`src/rtl/io_pkg.sv`:
```
// Shared types for the CPU IO responder: FSM states, syscall codes and default word width.
package io_pkg;

  localparam int WORD_W = 16;

  typedef enum logic [1:0] {
    IDLE    = 2'd0,
    WAIT_RD = 2'd1,
    WAIT_WR = 2'd2,
    ACK     = 2'd3
  } io_state_e;

  typedef enum logic [1:0] {
    HALT  = 2'd0,
    LOAD  = 2'd1,
    STORE = 2'd2
  } syscall_e;

  // The request that owns the current transaction, selected by its recorded type.
  function automatic logic req_active(input logic is_rd, input logic rd, input logic wr);
    return is_rd ? rd : wr;
  endfunction

endpackage

```
`src/rtl/io_responder_if.sv`:
```
// CPU IO handshake plus host streaming signals for io_responder.
// Optional protocol monitor ports appear when IO_RESPONDER_PROTO_ERR_EN is defined.
interface io_responder_if import io_pkg::*; #(parameter int WIDTH = WORD_W);

  logic             io_read;
  logic             io_write;
  logic [WIDTH-1:0] io_wdata;
  logic [WIDTH-1:0] io_rdata;
  logic             ioack;
  logic             in_valid;
  logic [WIDTH-1:0] in_data;
  logic             in_ready;
  logic             out_valid;
  logic [WIDTH-1:0] out_data;
  logic             out_ready;
`ifdef IO_RESPONDER_PROTO_ERR_EN
  logic             proto_err;
  logic [15:0]      xfer_count;
`endif

  modport master (
    output io_read, io_write, io_wdata, in_valid, in_data, out_ready,
`ifdef IO_RESPONDER_PROTO_ERR_EN
    input  proto_err, xfer_count,
`endif
    input  io_rdata, ioack, in_ready, out_valid, out_data
  );

  modport slave (
    input  io_read, io_write, io_wdata, in_valid, in_data, out_ready,
`ifdef IO_RESPONDER_PROTO_ERR_EN
    output proto_err, xfer_count,
`endif
    output io_rdata, ioack, in_ready, out_valid, out_data
  );

endinterface

```
`src/rtl/io_fifo.sv`:
```
// Synchronous FIFO with extra-MSB pointers; push ignored when full, pop ignored when empty.
module io_fifo import io_pkg::*; #(
  parameter int WIDTH = WORD_W,
  parameter int DEPTH = 4
) (
  input  logic             clock,
  input  logic             reset,
  input  logic             push,
  input  logic             pop,
  input  logic [WIDTH-1:0] wdata,
  output logic             full,
  output logic             empty,
  output logic [WIDTH-1:0] head
);

  localparam int AW = $clog2(DEPTH);
  localparam logic [AW:0] PTR_ONE = {{AW{1'b0}}, 1'b1};

  logic [AW:0]      wr_ptr_r;
  logic [AW:0]      rd_ptr_r;
  logic [WIDTH-1:0] mem_r [DEPTH];
  logic             full_s;
  logic             empty_s;

  assign empty_s = (wr_ptr_r == rd_ptr_r);
  assign full_s  = (wr_ptr_r[AW] != rd_ptr_r[AW]) && (wr_ptr_r[AW-1:0] == rd_ptr_r[AW-1:0]);
  assign full    = full_s;
  assign empty   = empty_s;
  assign head    = mem_r[rd_ptr_r[AW-1:0]];

  // Storage and pointer update; a push and a pop in the same cycle are both honoured.
  always_ff @(posedge clock) begin
    if (reset) begin
      wr_ptr_r <= {(AW+1){1'b0}};
      rd_ptr_r <= {(AW+1){1'b0}};
      for (int i = 0; i < DEPTH; i++) begin
        mem_r[i] <= {WIDTH{1'b0}};
      end
    end else begin
      if (push && !full_s) begin
        mem_r[wr_ptr_r[AW-1:0]] <= wdata;
        wr_ptr_r                <= wr_ptr_r + PTR_ONE;
      end
      if (pop && !empty_s) begin
        rd_ptr_r <= rd_ptr_r + PTR_ONE;
      end
    end
  end

endmodule

```
`src/rtl/io_responder.sv`:
```
// Device-side responder for the four-phase io_read/io_write/ioack handshake.
// Optional protocol monitor (proto_err, xfer_count) enabled by IO_RESPONDER_PROTO_ERR_EN.
module io_responder import io_pkg::*; #(
  parameter int WIDTH = WORD_W,
  parameter int DEPTH = 4
) (
  input logic           clock,
  input logic           reset,
  io_responder_if.slave bus
);

  io_state_e        state_r;
  io_state_e        state_next_s;
  logic             is_rd_r;
  logic             ioack_r;
  logic [WIDTH-1:0] rdata_r;
  logic             in_pop_s;
  logic             out_push_s;
  logic             active_req_s;
  logic             in_full_s;
  logic             in_empty_s;
  logic             out_full_s;
  logic             out_empty_s;
  logic [WIDTH-1:0] in_head_s;
  logic [WIDTH-1:0] out_head_s;

  io_fifo #(.WIDTH(WIDTH), .DEPTH(DEPTH)) u_in_fifo (
    .clock(clock), .reset(reset), .push(bus.in_valid), .pop(in_pop_s),
    .wdata(bus.in_data), .full(in_full_s), .empty(in_empty_s), .head(in_head_s)
  );

  io_fifo #(.WIDTH(WIDTH), .DEPTH(DEPTH)) u_out_fifo (
    .clock(clock), .reset(reset), .push(out_push_s), .pop(bus.out_ready),
    .wdata(bus.io_wdata), .full(out_full_s), .empty(out_empty_s), .head(out_head_s)
  );

  assign active_req_s  = req_active(is_rd_r, bus.io_read, bus.io_write);
  assign bus.ioack     = ioack_r;
  assign bus.io_rdata  = rdata_r;
  assign bus.in_ready  = !in_full_s;
  assign bus.out_valid = !out_empty_s;
  assign bus.out_data  = out_head_s;

  // State register.
  always_ff @(posedge clock) begin
    if (reset) begin
      state_r <= IDLE;
    end else begin
      state_r <= state_next_s;
    end
  end

  // Next-state logic; read wins when both requests arrive together.
  always_comb begin
    state_next_s = state_r;
    case (state_r)
      IDLE: begin
        if (bus.io_read) begin
          state_next_s = in_empty_s ? WAIT_RD : ACK;
        end else if (bus.io_write) begin
          state_next_s = out_full_s ? WAIT_WR : ACK;
        end else begin
          state_next_s = IDLE;
        end
      end
      WAIT_RD: begin
        if (!bus.io_read) begin
          state_next_s = IDLE;
        end else begin
          state_next_s = in_empty_s ? WAIT_RD : ACK;
        end
      end
      WAIT_WR: begin
        if (!bus.io_write) begin
          state_next_s = IDLE;
        end else begin
          state_next_s = out_full_s ? WAIT_WR : ACK;
        end
      end
      ACK:     state_next_s = active_req_s ? ACK : IDLE;
      default: state_next_s = IDLE;
    endcase
  end

  // FIFO strobes: exactly one pop or push per accepted transaction.
  always_comb begin
    in_pop_s   = 1'b0;
    out_push_s = 1'b0;
    case (state_r)
      IDLE: begin
        if (bus.io_read) begin
          in_pop_s = !in_empty_s;
        end else begin
          out_push_s = bus.io_write && !out_full_s;
        end
      end
      WAIT_RD: in_pop_s   = bus.io_read && !in_empty_s;
      WAIT_WR: out_push_s = bus.io_write && !out_full_s;
      ACK:     in_pop_s   = 1'b0;
      default: out_push_s = 1'b0;
    endcase
  end

  // Registered handshake outputs; io_rdata only moves when a word is popped.
  always_ff @(posedge clock) begin
    if (reset) begin
      ioack_r <= 1'b0;
      rdata_r <= {WIDTH{1'b0}};
      is_rd_r <= 1'b0;
    end else begin
      ioack_r <= (state_next_s == ACK);
      if (in_pop_s) begin
        rdata_r <= in_head_s;
        is_rd_r <= 1'b1;
      end else if (out_push_s) begin
        is_rd_r <= 1'b0;
      end else begin
        is_rd_r <= is_rd_r;
      end
    end
  end

`ifdef IO_RESPONDER_PROTO_ERR_EN
  logic        proto_err_r;
  logic [15:0] xfer_count_r;
  logic        err_event_s;

  // Protocol violation detector.
  always_comb begin
    err_event_s = 1'b0;
    case (state_r)
      IDLE:    err_event_s = bus.io_read && bus.io_write;
      WAIT_RD: err_event_s = !bus.io_read;
      WAIT_WR: err_event_s = !bus.io_write;
      ACK:     err_event_s = (is_rd_r && bus.io_write) || (!is_rd_r && bus.io_read);
      default: err_event_s = 1'b0;
    endcase
  end

  // Sticky error flag and completed-transaction counter.
  always_ff @(posedge clock) begin
    if (reset) begin
      proto_err_r  <= 1'b0;
      xfer_count_r <= 16'd0;
    end else begin
      proto_err_r <= proto_err_r | err_event_s;
      if (state_r == ACK && state_next_s == IDLE) begin
        xfer_count_r <= xfer_count_r + 16'd1;
      end else begin
        xfer_count_r <= xfer_count_r;
      end
    end
  end

  assign bus.proto_err  = proto_err_r;
  assign bus.xfer_count = xfer_count_r;
`else
  // Plain responder: no protocol monitor outputs in this build.
`endif

endmodule

```
`src/flat_wrapper.sv`:
```
// flat-port wrapper written by rule: the top's interface ports become plain ports
module io_responder_flat import io_pkg::*;
#(
  parameter int WIDTH = WORD_W,
  parameter int DEPTH = 4
)
  (clock, reset, bus_io_read, bus_io_write, bus_io_wdata, bus_in_valid, bus_in_data, bus_out_ready, bus_io_rdata, bus_ioack, bus_in_ready, bus_out_valid, bus_out_data);
  io_responder_if #(.WIDTH(WIDTH)) bus_i ();
  input logic clock;
  input logic reset;
  input wire logic [$bits(bus_i.io_read)-1:0] bus_io_read;
  input wire logic [$bits(bus_i.io_write)-1:0] bus_io_write;
  input wire logic [$bits(bus_i.io_wdata)-1:0] bus_io_wdata;
  input wire logic [$bits(bus_i.in_valid)-1:0] bus_in_valid;
  input wire logic [$bits(bus_i.in_data)-1:0] bus_in_data;
  input wire logic [$bits(bus_i.out_ready)-1:0] bus_out_ready;
  output wire logic [$bits(bus_i.io_rdata)-1:0] bus_io_rdata;
  output wire logic [$bits(bus_i.ioack)-1:0] bus_ioack;
  output wire logic [$bits(bus_i.in_ready)-1:0] bus_in_ready;
  output wire logic [$bits(bus_i.out_valid)-1:0] bus_out_valid;
  output wire logic [$bits(bus_i.out_data)-1:0] bus_out_data;
  assign bus_i.io_read = bus_io_read;
  assign bus_i.io_write = bus_io_write;
  assign bus_i.io_wdata = bus_io_wdata;
  assign bus_i.in_valid = bus_in_valid;
  assign bus_i.in_data = bus_in_data;
  assign bus_i.out_ready = bus_out_ready;
  assign bus_io_rdata = bus_i.io_rdata;
  assign bus_ioack = bus_i.ioack;
  assign bus_in_ready = bus_i.in_ready;
  assign bus_out_valid = bus_i.out_valid;
  assign bus_out_data = bus_i.out_data;
  io_responder #(.WIDTH(WIDTH), .DEPTH(DEPTH)) u_core (.clock(clock), .reset(reset), .bus(bus_i));
endmodule
```
`config.mk`:
```
export PLATFORM = sky130hd
export DESIGN_NAME = io_responder_flat
export DESIGN_NICKNAME = d
export VERILOG_FILES = /design/src/rtl/io_pkg.sv /design/src/rtl/io_responder_if.sv /design/src/rtl/io_fifo.sv /design/src/rtl/io_responder.sv /design/src/flat_wrapper.sv
export SDC_FILE = /design/constraint.sdc
export NUM_CORES = 1
export LEC_CHECK = 0
export CORE_ASPECT_RATIO = 0.75
export CORE_MARGIN = 2
export CORE_UTILIZATION = 59
export CTS_BUF_LIST = sky130_fd_sc_hd__clkbuf_8
export CTS_CLUSTER_SIZE = 24
export DETAILED_ROUTE_END_ITERATION = 7
export PLACE_DENSITY_LB_ADDON = 0.05
export SYNTH_ARGS = -nofsm -noshare
export SYNTH_HDL_FRONTEND = slang
export SYNTH_HIERARCHICAL = 1
export SYNTH_SLANG_ARGS = --single-unit
```
`constraint.sdc`:
```
create_clock -name clock -period 3.4 [get_ports clock]
set_input_delay 0.51 -clock clock [delete_from_list [all_inputs] [get_ports clock]]
set_output_delay 0.51 -clock clock [all_outputs]
set_load 0.02 [all_outputs]
```
# Word-level counts from Yosys, hierarchy flattened
# Memories as Yosys holds them, arrays and structs flattened. A register that Yosys moved wholly into a read port is not among the register bits.
# Index checks and enable logic that the tools add are counted.
[word_totals]
ff_bits = 16
ram_bits = 128
inputBits = 38
output_inout_bits = 35
memories = 2
[classes]
n_addsub = 4
eq_ne = 10
mux = 30
n_reduce_logical = 16
[mem_list]
columns = ["name", "depth", "width", "rd", "rd_clocked_by_memory_dff", "wr", "line", "text"]
rows = [
  ["u_core.u_in_fifo.mem_r", 4, 16, 1, 1, 4, "io_fifo.sv:21", "logic [WIDTH-1:0] mem_r [DEPTH];"],
  ["u_core.u_out_fifo.mem_r", 4, 16, 1, 1, 4, "io_fifo.sv:21", ""],
]
[op_table]
columns = ["operator", "count"]
rows = [
  ["two-way mux 16 bit", 2],
  ["OR reduction 16 bit", 2],
  ["two-way mux 2 bit", 9],
  ["two-way mux 1 bit", 16],
  ["adder 3 x 1 -> 3 bit, second input constant", 4],
  ["logical AND 1 bit", 8],
  ["case mux 2 bit (4 select lines)", 1],
  ["== test 2 bit, second input constant", 3],
  ["== test 3 bit", 2],
  ["== test 2 bit", 2],
  ["zero test 1 bit", 4],
  ["case mux 1 bit (2 select lines)", 2],
  ["== test 2 x 1 -> 1 bit, second input constant", 1],
  ["zero test 2 bit", 1],
  ["!= test 1 bit", 2],
  ["nonzero test 2 bit", 1],
]

# Depth between registers and ports, before layout
[logic_depth]
depth_word = 12
mapped_depth = 11
depth_no_buf = 7

# By module
# The synthesis kept the hierarchy.
[modules_own_cells]
columns = ["mod", "n_inst", "cells_each", "area_per_inst_um2", "seq_area_each_um2"]
rows = [
  ["io_fifo", 2, 248, 3324.4, 2082.0],
  ["io_responder", 1, 98, 819.5, 400.4],
]

# Worst setup path after synthesis
# Ideal clock, no wire load.
[synth_timing]
path_type = "register -> register"
start = "register u_core.u_out_fifo.rd_ptr_r[0]"
end = "memory u_core/u_out_fifo/mem_r[3][0] (netlist name) (enable)"
setup_ps = 373
arrival_time_ps = 2264
t_required_ps = 3027
path_slack_ps = 763
path_stages_with_launch = 9
n_path_buf = 3
period_less_slack_ps = 2637
cell_sequence = "dfxtp_1 > buf_2 > xnor2_2 > nand3_2 > inv_2 > buf_6 > nor4b_1 > clkbuf_1 > a41o_1"
[synth_rtl]
columns = ["element", "line", "text"]
rows = [
  ["start: declaration", "io_fifo.sv:20", "logic [AW:0] rd_ptr_r;"],
  ["start signal: assignment", "io_fifo.sv:35", "rd_ptr_r <= {(AW+1){1'b0}};"],
  ["start signal: assignment", "io_fifo.sv:45", "rd_ptr_r <= rd_ptr_r + PTR_ONE;"],
  ["end: declaration", "io_fifo.sv:21", ""],
]

# Worst setup path after layout
[layout_timing]
start = "register u_core.u_in_fifo.rd_ptr_r[1]"
end = "output port bus_in_ready"
[layout_via]
elab_chain_cells = 3
[layout_lines]
columns = ["element", "line", "text"]
rows = [
  ["start: declaration", "io_fifo.sv:20", ""],
  ["start signal: assignment", "io_fifo.sv:35", ""],
  ["start signal: assignment", "io_fifo.sv:45", ""],
  ["== test 2 bit", "io_fifo.sv:26", "assign full_s = (wr_ptr_r[AW] != rd_ptr_r[AW]) && (wr_ptr_r[AW-1:0] == rd_ptr_r[AW-1:0]);"],
  ["logical AND 1 bit", "io_fifo.sv:26", ""],
  ["via u_core.in_full_s", "io_responder.sv:20", "logic in_full_s;"],
  ["zero test 1 bit", "io_responder.sv:40", "assign bus.in_ready = !in_full_s;"],
  ["end: declaration", "flat_wrapper.sv:19", "output wire logic [$bits(bus_i.in_ready)-1:0] bus_in_ready;"],
]
# The timed path passes the listed nets, and every way through them passes these cells.

==> run_results.csv <==
group,metric,value,unit
cts,cts_resized,0,
floorplan,core_area,0.0123,sq mm
placement,place_area,0.00823,sq mm
sta,timing_hold_violations_final,0,
synthesis,syn_area,0.00747,sq mm
sta,tightest_slew,0.936,ns
global_route,grt_max_degree,30,
global_route,first_global_vias,4739,
global_route,grt_usage,24.8,%
layout,mostFrequentLayoutCells,"nor2_1, edfxtp_1, nand2_1",
synthesis,syn_area_per_cell,12.6,sq um
min_path,min-delay-start,"u_core/bus.io_rdata[14]",
layout,antenna_cells,0,
pwr,p_leak,3.06,nW
detailed_routing,drtIter0Drc,494,
sta,fin_crit,2.83,ns
synthesis,seq_area_frac_synth,61.1,%
sta,finalCritPeriodShare,83.3,%
sta,setup_ws,0.567,ns
detailed_routing,drt_pass1_iterations,6,
synthesis,yosysTopAreaCellShare,51.5,%
detailed_routing,vias,4864,
global_route,grt_pass1_wl,25.1,mm
synthesis,synthAdderAreaFrac,0.670,%
placement,io_buffers,72,
cts,clkSinkCount,164,
worst_setup_path,crit_path_start_kind,"register",
synthesis,synth_area_leader_cell,"edfxtp_1",
detailed_routing,ant_nets,0,
cts,cts_tree,"yes",
sta,fin_worst_skew,0.0115,ns
layout,syn_to_final_growth,15.7,%
worst_setup_path,end_kind,"output pin",
layout,nets,700,
worst_setup_path,r2r_slack,0.77,ns
placement,place_hpwl,9.92,mm
layout,design_area,0.00864,sq mm
global_route,grt-ovfl-total,0,
floorplan,ios,73,
layout,post-route-util,70.2,%
cts,post_cts_buffers,0,
synthesis,synth_seq_cells,164,
synthesis,syn_inst,594,
sta,tns,0,ns
floorplan,die-height,101,um
placement,dp_slack,0.777,ns
layout,fill_cells,860,
synthesis,yosys_warnings,6,
detailed_routing,drc,0,
pwr,peakVddDrop,0.322,mV
run_status,status,"finished, final reports clean",
cts,root_buffer,"clkbuf_8",
global_route,grt_antenna_before_repair,0,
sta,setup_viol,0,
worst_setup_path,startpoint,"u_core/u_in_fifo/rd_ptr_r[1]",
synthesis,synth.area.top_cells,"edfxtp_1, dfxtp_1, mux4_2",
synthesis,synthSimpleGateAreaFrac,15.4,%
cts,numCtsBuffers,17,
cts,path_clk_slew,0.09,ns
placement,dp_cells,805,
layout,final_common_cell,"nor2_1",
cts,hold_buffers,0,
placement,place.gp.congestion,0.758,
layout,drive_above_1_share,16.2,%
worst_setup_path,cp_max_fo,10,
min_path,min_path_type,"reg -> reg",
sta,slew_headroom,37.6,%
pwr,power,5.08,mW
detailed_routing,wire_per_inst,18.9,um
cts,clk_latency,0.45,ns
sta,max_freq,0.353,GHz
floorplan,dieArea,0.0136,sq mm
worst_setup_path,cp.arrival,2.32,ns
floorplan,die_width,134,um
worst_setup_path,path_class,"reg -> out",
synthesis,synth_nets,636,
layout,fin_cells,837,
cts,htree_levels,4,
sta,rsz0062_at_grt,"no",
flow_run,max_cap_violations,0,
floorplan,row_count,35,
detailed_routing,vias_per_cell,5.81,
synthesis,synth_top_family_by_area,"simple AND/OR/NAND/NOR gates",
synthesis,yosys-mux-area-fraction,9.65,%
cts,clk_path_buf_depth,2,
sta,whs,0.469,ns
floorplan,start_util,60.7,%
synthesis,synth_compound_area_share,7.20,%
detailed_routing,finalWirelength,15.8,mm
synthesis,synth.distinct_cells,44,
worst_setup_path,worstPathRequired,2.89,ns
pwr,powerDensity,588,mW/mm^2
synthesis,synthXorXnorAreaFrac,2.01,%
worst_setup_path,reg2reg_from,"u_core/u_out_fifo/rd_ptr_r[1]",
sta,drv_slew,0,
## power by group
group	total (mW)	leakage, nW	internal (mW)	switching, mW
Clock	1.43	0.207	0.628	0.807
Sequential	2.51	1.63	2.37	0.136
Combinational	1.14	1.22	0.499	0.644
## cells in the mapped netlist (all sizes together)
| library cell | n |
|---|---|
| clkinv | 1 |
| o31ai | 4 |
| xor2 | 6 |
| a211o | 4 |
| xnor2 | 6 |
| o21ai | 12 |
| dfxtp | 36 |
| nor2 | 134 |
| a31oi | 7 |
| a21o | 4 |
| o22ai | 1 |
| inv | 12 |
| nand4 | 12 |
| a21boi | 2 |
| buf | 26 |
| nor2b | 14 |
| or4 | 2 |
| a41o | 2 |
| a31o | 6 |
| a21oi | 22 |
| nor4bb | 2 |
| nor3 | 3 |
| nor3b | 8 |
| nand3 | 8 |
| o31a | 1 |
| edfxtp | 128 |
| nor4b | 1 |
| mux4 | 32 |
| clkbuf | 11 |
| o211ai | 4 |
| ha | 4 |
| nand2 | 73 |
| nand2b | 6 |
## kinds of logic (layout without fill, tap and decap cells)
family,count (synthesis),count (layout)
flops,164,164
fa+ha+maj,4,4
mux,32,32
compound gates,69,69
simple gates,263,263
buf+inv,50,127
xor+xnor,12,12
## state kept, by name, summed over array words and instances, names as in the netlist, named ones only
name	cells
u_core/u_in_fifo/mem_r	64
u_core/u_out_fifo/mem_r	64
u_core/bus.io_rdata	16
u_core/u_in_fifo/rd_ptr_r	3
u_core/u_in_fifo/wr_ptr_r	3
u_core/u_out_fifo/rd_ptr_r	3
u_core/u_out_fifo/wr_ptr_r	3
u_core/state_r	2
u_core/bus.ioack	1
u_core/is_rd_r	1
## path summary, 6_finish.rpt
check	endpoint	cells after the start
worst min-delay path	u_core/bus.io_rdata[14]	2
worst max register to register	u_core/u_out_fifo/mem_r[0][5]	9
worst min register to register	u_core/bus.io_rdata[14]	2
worst max-delay path	bus_in_ready	5
## cell type report
type,instances,area (sq um),area share [%]
inverter,13,53.8,0.622
clock inverter,15,179,2.07
sequential,164,4560,52.8
tap,166,208,2.40
timing repair buffer,82,791,9.15
multi-input combinational,380,2610,30.2
clock buffer,17,234,2.71
## worst max-delay path, stage by stage, from the launching register on
cell and delay (ns):
dfxtp_1 0.63, xnor2_1 0.29, nand3_2 0.22, inv_2 0.15, inv_1 0.05, clkdlybuf4s50_1 0.53
## metal layers
layer / GRT usage [%] / up-vias / part of all wire [%]
met5: 0 / - / 0
met4: 7.45 / 0 / 0.87
met3: 5.81 / 14 / 7.2
met2: 37.7 / 173 / 47
met1: 36.4 / 2405 / 45
li1: - / 2272 / -
Power figures use the tool's default switching activity.
